--- config.mk ---
export PLATFORM = sky130hd
export DESIGN_NAME = ram_stream_reader
export DESIGN_NICKNAME = d
export VERILOG_FILES = /design/src/rtl/ram_stream_reader_pkg.sv /design/src/rtl/sync_fifo_2.sv /design/src/rtl/ram_stream_reader.sv
export SDC_FILE = /design/constraint.sdc
export NUM_CORES = 1
export LEC_CHECK = 0
export CORE_ASPECT_RATIO = 0.5
export CORE_MARGIN = 1.5
export CORE_UTILIZATION = 45
export CTS_CLUSTER_SIZE = 12
export DETAILED_ROUTE_END_ITERATION = 7
export PLACE_DENSITY = 0.74
export SLEW_MARGIN = 20
export SYNTH_ARGS = -nofsm -noshare
export SYNTH_HDL_FRONTEND = slang
export SYNTH_HIERARCHICAL = 1
export SYNTH_SLANG_ARGS = --single-unit
--- constraint.sdc ---
create_clock -name i_clk -period 3.3 [get_ports i_clk]
set_input_delay 0.33 -clock i_clk [delete_from_list [all_inputs] [get_ports i_clk]]
set_output_delay 0.33 -clock i_clk [all_outputs]
set_load 0.01 [all_outputs]
--- src/rtl/ram_stream_reader_pkg.sv ---
// Shared types for the RAM burst-to-stream reader.
// Holds the control FSM state encoding.
package ram_stream_reader_pkg;

    typedef enum logic [1:0] {
        IDLE  = 2'd0,
        READ  = 2'd1,
        DRAIN = 2'd2
    } state_t;

endpackage

--- src/rtl/sync_fifo_2.sv ---
// Two-entry synchronous FIFO with the head always held in slot 0.
// The head register only changes on a pop or a write into an empty FIFO.
module sync_fifo_2 #(
    parameter int WIDTH = 9
) (
    input  logic             i_clk,
    input  logic             i_rst,
    input  logic             i_wr_en,
    input  logic [WIDTH-1:0] i_wr_data,
    input  logic             i_rd_en,
    output logic [WIDTH-1:0] o_rd_data,
    output logic             o_empty,
    output logic [1:0]       o_count
);

    logic [WIDTH-1:0] r_mem0;
    logic [WIDTH-1:0] r_mem1;
    logic [1:0]       r_count;
    logic             w_rd;
    logic             w_slot;

    assign o_empty   = (r_count == 2'd0);
    assign o_count   = r_count;
    assign o_rd_data = r_mem0;
    assign w_rd      = i_rd_en & ~o_empty;

    // Slot the incoming word lands in once any pop has shifted the queue
    assign w_slot = (r_count == 2'd2) ||
                    ((r_count == 2'd1) && !w_rd);

    always_ff @(posedge i_clk) begin
        if (i_rst) begin
            r_mem0  <= '0;
            r_mem1  <= '0;
            r_count <= 2'd0;
        end else begin
            if (w_rd)
                r_mem0 <= r_mem1;
            if (i_wr_en) begin
                if (w_slot)
                    r_mem1 <= i_wr_data;
                else
                    r_mem0 <= i_wr_data;
            end
            r_count <= r_count + {1'b0, i_wr_en} - {1'b0, w_rd};
        end
    end

endmodule

--- src/rtl/ram_stream_reader.sv ---
// Burst reader: pulls words from a registered-output RAM and
// presents them as a valid/ready stream with a last-beat marker.
module ram_stream_reader
    import ram_stream_reader_pkg::*;
#(
    parameter int DATA_WIDTH = 8,
    parameter int ADDR_WIDTH = 8
) (
    input  logic                  i_clk,
    input  logic                  i_rst,
    input  logic                  i_start,
    input  logic [ADDR_WIDTH-1:0] i_base_addr,
    input  logic [ADDR_WIDTH:0]   i_length,
    output logic                  o_busy,
    output logic                  o_done,
    output logic                  o_rd_en,
    output logic [ADDR_WIDTH-1:0] o_rd_addr,
    input  logic [DATA_WIDTH-1:0] i_rd_data,
    output logic [DATA_WIDTH-1:0] o_tdata,
    output logic                  o_tvalid,
    output logic                  o_tlast,
    input  logic                  i_tready
);

    localparam logic [ADDR_WIDTH:0]   LEN_ONE  = 1;
    localparam logic [ADDR_WIDTH-1:0] ADDR_ONE = 1;

    state_t                r_state;
    state_t                w_next;
    logic [ADDR_WIDTH-1:0] r_addr;
    logic [ADDR_WIDTH:0]   r_remaining;
    logic                  r_inflight;
    logic                  r_inflight_last;
    logic                  r_done;
    logic                  w_rd_en;
    logic                  w_pop;
    logic                  w_empty;
    logic [1:0]            w_count;
    logic [2:0]            w_occ;
    logic [DATA_WIDTH:0]   w_head;

    assign w_pop    = o_tvalid & i_tready;
    assign o_tvalid = ~w_empty;
    assign o_tdata  = w_head[DATA_WIDTH-1:0];
    assign o_tlast  = w_head[DATA_WIDTH] & o_tvalid;
    assign o_busy   = (r_state != IDLE);
    assign o_done   = r_done;
    assign o_rd_en  = w_rd_en;
    assign o_rd_addr = r_addr;

    // Words already owed to the FIFO after this cycle's transfer
    assign w_occ = {1'b0, w_count} + {2'b0, r_inflight}
                 - {2'b0, w_pop};

    always_ff @(posedge i_clk) begin
        if (i_rst)
            r_state <= IDLE;
        else
            r_state <= w_next;
    end

    always_comb begin
        w_next  = r_state;
        w_rd_en = 1'b0;
        unique case (r_state)
            IDLE: begin
                if (i_start && (i_length != '0))
                    w_next = READ;
            end
            READ: begin
                w_rd_en = (w_occ < 3'd2);
                if (w_rd_en && (r_remaining == LEN_ONE))
                    w_next = DRAIN;
            end
            DRAIN: begin
                if (w_pop && o_tlast)
                    w_next = IDLE;
            end
            default: w_next = IDLE;
        endcase
    end

    always_ff @(posedge i_clk) begin
        if (i_rst) begin
            r_addr          <= '0;
            r_remaining     <= '0;
            r_inflight      <= 1'b0;
            r_inflight_last <= 1'b0;
            r_done          <= 1'b0;
        end else begin
            r_done          <= 1'b0;
            r_inflight      <= w_rd_en;
            r_inflight_last <= w_rd_en && (r_remaining == LEN_ONE);
            if ((r_state == IDLE) && i_start) begin
                if (i_length == '0) begin
                    r_done <= 1'b1;
                end else begin
                    r_addr      <= i_base_addr;
                    r_remaining <= i_length;
                end
            end else if (w_rd_en) begin
                r_addr      <= r_addr + ADDR_ONE;
                r_remaining <= r_remaining - LEN_ONE;
            end
            if ((r_state == DRAIN) && w_pop && o_tlast)
                r_done <= 1'b1;
        end
    end

    sync_fifo_2 #(
        .WIDTH (DATA_WIDTH + 1)
    ) u_fifo (
        .i_clk     (i_clk),
        .i_rst     (i_rst),
        .i_wr_en   (r_inflight),
        .i_wr_data ({r_inflight_last, i_rd_data}),
        .i_rd_en   (w_pop),
        .o_rd_data (w_head),
        .o_empty   (w_empty),
        .o_count   (w_count)
    );

endmodule

======== Word level (Yosys, flattened, before mapping) ========
Index checks and enable logic that the tools add are counted.
word-level totals
  register bits after elaboration ......... 42
  latch bits .............................. 0
  memory bits (writable) .................. 0
  bits in read-only memories .............. 0
  input port bits ......................... 29
  output and inout port bits .............. 21
  logic and storage cells ................. 65
  memories kept ........................... 0
cells by class
  add/sub/neg operators ................... 6
  $mul .................................... 0
  div/mod/pow operators ................... 0
  $lt $le $gt $ge ......................... 1
  equal/unequal tests ..................... 9
  shift-type cells ........................ 0
  mux-type cells .......................... 17
  bitwise gates (word level) .............. 4
  reductions and logical operators ........ 19
operator list
  operator                                                                      number
  9-bit 2-to-1 mux                                                              6
  8-bit 2-to-1 mux                                                              3
  9-bit by 1-bit equality test with 1-bit output, second input constant         1
  9-bit zero test                                                               1
  9-bit nonzero test                                                            1
  9-bit by 1-bit subtractor with 9-bit output, second input constant            1
  8-bit by 1-bit adder with 8-bit output, second input constant                 1
  1-bit logical AND                                                             8
  2-bit != test, second input constant                                          4
  2-bit 2-to-1 mux                                                              3
  2-bit case mux with 3 select lines                                            1
  2-bit by 1-bit equality test with 1-bit output, second input constant         2
  2-bit equality test, second input constant                                    2
  2-bit zero test                                                               2
  1-bit 2-to-1 mux                                                              4
  2-bit AND reduction                                                           2
  2-bit nonzero test                                                            2
  2-bit by 1-bit adder with 3-bit output                                        1
  1-bit AND                                                                     3
  3-bit by 2-bit less-than comparator with 1-bit output, second input constant  1
  3-bit AND reduction                                                           1
  3-bit by 1-bit subtractor with 3-bit output                                   1
  2-bit by 1-bit adder with 2-bit output                                        1
  2-bit by 1-bit subtractor with 2-bit output                                   1
  3 further kinds                                                               3

======== Depth between registers and ports, before layout ========
  depth in word-level cells ............... 9
  depth in mapped cells ................... 11
  mapped depth without buffers ............ 10

======== Cells and area by module ========
Netlist, hierarchy kept.
by module, submodules not included
  module             times used  cells an instance  area each (µm²)  seq. area each (µm²)
  ram_stream_reader  1           173                1370.1           440.4
  sync_fifo_2        1           99                 928.4            400.4

======== Least setup slack after synthesis ========
OpenSTA, ideal clock, no wires.
  path kind ............................... register to register
  start ................................... reg u_fifo.r_count[1], in the netlist u_fifo/o_count[1]
  end ..................................... reg r_addr[1], in the netlist o_rd_addr[1]
  setup time .............................. 91 ps
  data arrival time ....................... 2719 ps
  required time ........................... 3209 ps
  slack ................................... 490 ps
  stages on the path, launching flop included .. 12
  cells stage by stage .................... dfxtp_1 nor2_1 nor2b_1 nor2b_1 o21ai_0 fa_1 and3b_1 nand2_1 inv_1 clkbuf_1 nor3_1 a311oi_1
between the ends
  longest elaborated chain between the ends .. 8
  elaborated cells on any way between the ends .. 9
ends and longest elaborated chain
  what                                                   line                      source
  start: declaration                                     sync_fifo_2.sv:18         logic [1:0] r_count;
  start signal: assignment                               sync_fifo_2.sv:45         r_count <= r_count + {1'b0, i_wr_en} - {1'b0, w_rd};
  2-bit zero test                                        sync_fifo_2.sv:22         assign o_empty = (r_count == 2'd0);
  named net w_empty                                      ram_stream_reader.sv:37   logic w_empty;
  1-bit NOT                                              ram_stream_reader.sv:43   assign o_tvalid = ~w_empty;
  1-bit AND                                              ram_stream_reader.sv:42   assign w_pop = o_tvalid & i_tready;
  named net w_pop                                        ram_stream_reader.sv:36   logic w_pop;
  3-bit by 1-bit subtractor with 3-bit output            ram_stream_reader.sv:53   - {2'b0, w_pop};
  3-bit by 2-bit less-than comparator with 1-bit output  ram_stream_reader.sv:71   w_rd_en = (w_occ < 3'd2);
  1-bit 2-to-1 mux                                       ram_stream_reader.sv:65   unique case (r_state)
  named net o_rd_en                                      ram_stream_reader.sv:16   output logic o_rd_en,
  2-bit nonzero test (no line)                           -
  2-bit AND reduction (no line)                          -
  end signal: assignment                                 ram_stream_reader.sv:98   r_addr <= i_base_addr;
  end signal: assignment                                 ram_stream_reader.sv:102  r_addr <= r_addr + ADDR_ONE;
  end: declaration                                       ram_stream_reader.sv:30   logic [ADDR_WIDTH-1:0] r_addr;
The timed path passes the listed nets, and every way through them passes these cells.
A chain may end at the register's enable or synchronous reset.

======== Worst setup path after layout ========
  start ................................... in i_tready
  end ..................................... out o_rd_en
between the ends
  longest elaborated chain between the ends .. 4
ends and longest elaborated chain
  what                                                   line                     source
  start: declaration                                     ram_stream_reader.sv:22  input logic i_tready
  1-bit AND                                              ram_stream_reader.sv:42
  named net w_pop                                        ram_stream_reader.sv:36
  3-bit by 1-bit subtractor with 3-bit output            ram_stream_reader.sv:53
  3-bit by 2-bit less-than comparator with 1-bit output  ram_stream_reader.sv:71
  1-bit 2-to-1 mux                                       ram_stream_reader.sv:65
  end: declaration                                       ram_stream_reader.sv:16
The timed path passes the listed nets, and every way through them passes these cells.

==> metrics.yaml <==
setup_path:
  crit_chain: "clkdlybuf4s50_1 -> nor2b_1 -> nor2b_1 -> o21ai_0 -> fa_1 -> and3b_1 -> nand2_1 -> inv_1 -> clkdlybuf4s50_1"
  r2r_slack_ns: 0.73
  cp-start-kind: "primary input"
  critPathSlowestCell: "clkdlybuf4s50_1"
  critPathMaxStageDelay_ns: 0.54
  required_ns: 2.97
  cp-end-kind: "output pin"
  crit_type: "primary input to output pin"
  crit_buf_inv: 3
  cp_top_family: "buffers and inverters"
  critPathMaxFanout: 2
  arrival_ns: 2.72
clock_tree:
  clock_sinks: 42
  cts_root_buf: "clkbuf_8"
  cts_tree: "done"
  htree_levels: 2
  clk_pin_slew_ns: 0.09
  post_cts_buffers: 0
  cts_buffers: 5
  clockBufferDepth: 2
  clk_latency_ns: 0.30
  hold_buffers: 0
power:
  power.density_nw_per_um2: 534
  p_leak_nw: 1.18
  irDropWorstVdd_mv: 0.292
status:
  status: "finished, final reports clean"
drt:
  met2_length_um: 2630
  via_per_inst: 5.61
  dr.pass1.iters: 4
  top_layer_used: "met4"
  dr_wl_met3_um: 308
  drcViolationCount: 0
  via_count: 2193
  wl_um: 5780
  ant_nets: 0
  met1_length_um: 2720
  avgRoutedWirePerCell_um: 14.8
  first_iter_violations: 129
floorplan:
  die_w_um: 104
  initial_core_util: 0.468
  ios: 50
  row_count: 18
  core_um2: 4910
  die_y_um: 53.5
  dieArea_um2: 5570
place:
  routabilityCongestion: 0.822
  port_buffers: 49
  dp_hpwl_um: 4020
  place_inst: 383
timing:
  fmax_ghz: 0.328
  finalSetupViolCount: 0
  fin_crit_sh: 0.925
  tightestPinTransition_ns: 0.881
  slew_violations: 0
  finalSetupTns_ns: 0
  fin_crit_ns: 3.05
  rsz0062_at_grt: "no"
  slew_headroom: 0.407
  hold_viol_final: 0
  skew_ns: 0.00986
run:
  maxCapViolations: 0
finish:
  nFillCells: 464
  nets: 355
  drive_gt1_frac: 0.0872
  antenna_cells: 0
  area_delta_synth_final_pct: 30.7
  fin_cells: 391
synthesis:
  yosys_most_used_dff: "dfxtp_1"
  synth_cell_types: 59
  syn_area_um2: 2300
  yosysSeqAreaShare: 0.366
  synth_edf_count: 0
  syn_avg_cell_area_um2: 8.45
  ys_async_sr_fraction: 0
  synth_cells: 272
  synth_nets: 307
  ys_ff_latch: 42
  yosys_warnings: 6
global_route:
  grt_pass1_vias: 1948
  grtUsageTotal: 0.210
  grt_max_degree: 28
  grt_pass1_wl_um: 9080
  grt_antenna_before_repair: 0
  gr-total-overflow: 0
hold_path:
  hp-class: "register to register"
path summary, 6_finish.rpt:
kind | startpoint | to | cells after the start
hold reg to reg | u_fifo/r_mem1[2] | u_fifo/r_mem1[2] | 2
setup reg to reg | u_fifo/o_count[0] | o_rd_addr[7] | 10
setup / recovery | i_tready | o_rd_en | 9
hold / removal | u_fifo/r_mem1[2] | u_fifo/r_mem1[2] | 2
final cells by class:
class,count,area (um2),area share
sequential,42,842,0.280
clock inverter,2,60.1,0.0200
clock buffer,6,82.6,0.0275
tap,70,87.6,0.0292
timing repair buffer,59,566,0.188
inverter,14,52.6,0.0175
multi-input combinational,198,1310,0.437
cell usage after synthesis (2+ instances only):
| cell | count | share of area |
|---|---|---|
| a21oi_1 | 22 | 0.048 |
| and3_1 | 2 | 0.0054 |
| o21ai_0 | 6 | 0.013 |
| nand2_1 | 33 | 0.054 |
| a31oi_1 | 8 | 0.022 |
| nor2_1 | 9 | 0.015 |
| or3_1 | 2 | 0.0054 |
| buf_6 | 2 | 0.0098 |
| ha_1 | 5 | 0.027 |
| inv_2 | 2 | 0.0033 |
| nand3_1 | 16 | 0.035 |
| buf_4 | 2 | 0.0065 |
| nor3_1 | 7 | 0.015 |
| xor2_1 | 2 | 0.0076 |
| nand4_1 | 3 | 0.0082 |
| buf_2 | 5 | 0.011 |
| a211oi_1 | 2 | 0.0065 |
| o22ai_1 | 2 | 0.0054 |
| dfxtp_1 | 42 | 0.37 |
| nor2b_1 | 9 | 0.024 |
| a311oi_1 | 2 | 0.0076 |
| clkbuf_1 | 8 | 0.013 |
| o211ai_1 | 2 | 0.0065 |
| mux2i_1 | 18 | 0.078 |
| and2_1 | 2 | 0.0054 |
| nor4_1 | 4 | 0.011 |
| o41ai_1 | 11 | 0.042 |
| inv_1 | 12 | 0.020 |
| o31a_1 | 2 | 0.0076 |
cell usage in the layout, fill, tap and decap left out, drive strengths merged, types with 3 or more instances in the layout:
cell type and n:
mux2i 18, nor4 4, nor2b 9, nor2 9, nand3 16, nand2 33, clkdlybuf4s50 49, nor3 7
a21oi 22, inv 14, o41ai 12, a31oi 8, buf 10, ha 5, dfxtp 42, nand4 3
o21ai 7, clkbuf 6
registers in the layout, summed over array words and instances (netlist names):
signal	flops
r_inflight	1
r_inflight_last	1
u_fifo/r_mem1	9
r_state	2
o_rd_addr	8
u_fifo/o_count	2
u_fifo/o_rd_data	9
o_done	1
r_remaining	9
worst reg2reg max path, stage by stage (launching register included):
cell and delay [ns]:
dfxtp_2 0.39, nor2_1 0.09, nor2b_1 0.14, nor2b_1 0.23, o21ai_0 0.15, fa_1 0.51, and3b_1 0.18, nand2_1 0.08
buf_4 0.23, o311ai_0 0.34, a21oi_1 0.10
cells by family after synthesis:
family / after synthesis / synth area share
multiplexers: 18 / 0.0784
XOR/XNOR: 3 / 0.0114
flip-flops: 42 / 0.366
AO/OA/AOI/OAI: 73 / 0.224
buffers and inverters: 32 / 0.0648
adder cells (fa/ha/maj): 6 / 0.0359
AND/OR/NAND/NOR: 98 / 0.220
per-stage QoR:
stage               worst slack [ns]  cell area [um2]  total power [mW]  hold WS [ns]  utilization
floorplan                      0.490             2300             0.917         0.402            -
global placement               0.267             2860              1.09         0.445        0.583
detailed placement             0.252             2860              1.10         0.453        0.583
CTS                            0.165             3000              1.61         0.465        0.612
global route                  0.0585             3000              1.69         0.482        0.612
finish                         0.248             3000              1.60         0.467        0.612
power by group:
part	leakage, nW	internal (mW)	total, mW	switching [mW]
clock	0.0714	0.323	0.508	0.186
sequential	0.343	0.564	0.621	0.0572
combinational	0.762	0.226	0.476	0.250
layer usage:
layer,global-route usage,vias to the layer above
li1,-,1106
met2,0.377,63
met4,0.0833,0
met3,0.0557,11
met1,0.249,1013
met5,0,-
timing repair:
action,in CTS,in global routing
endpoints found under the hold margin,0,0
gates resized for setup,0,1
setup endpoints to repair,0,1
Note: power is estimated with default switching activity, not from simulation.
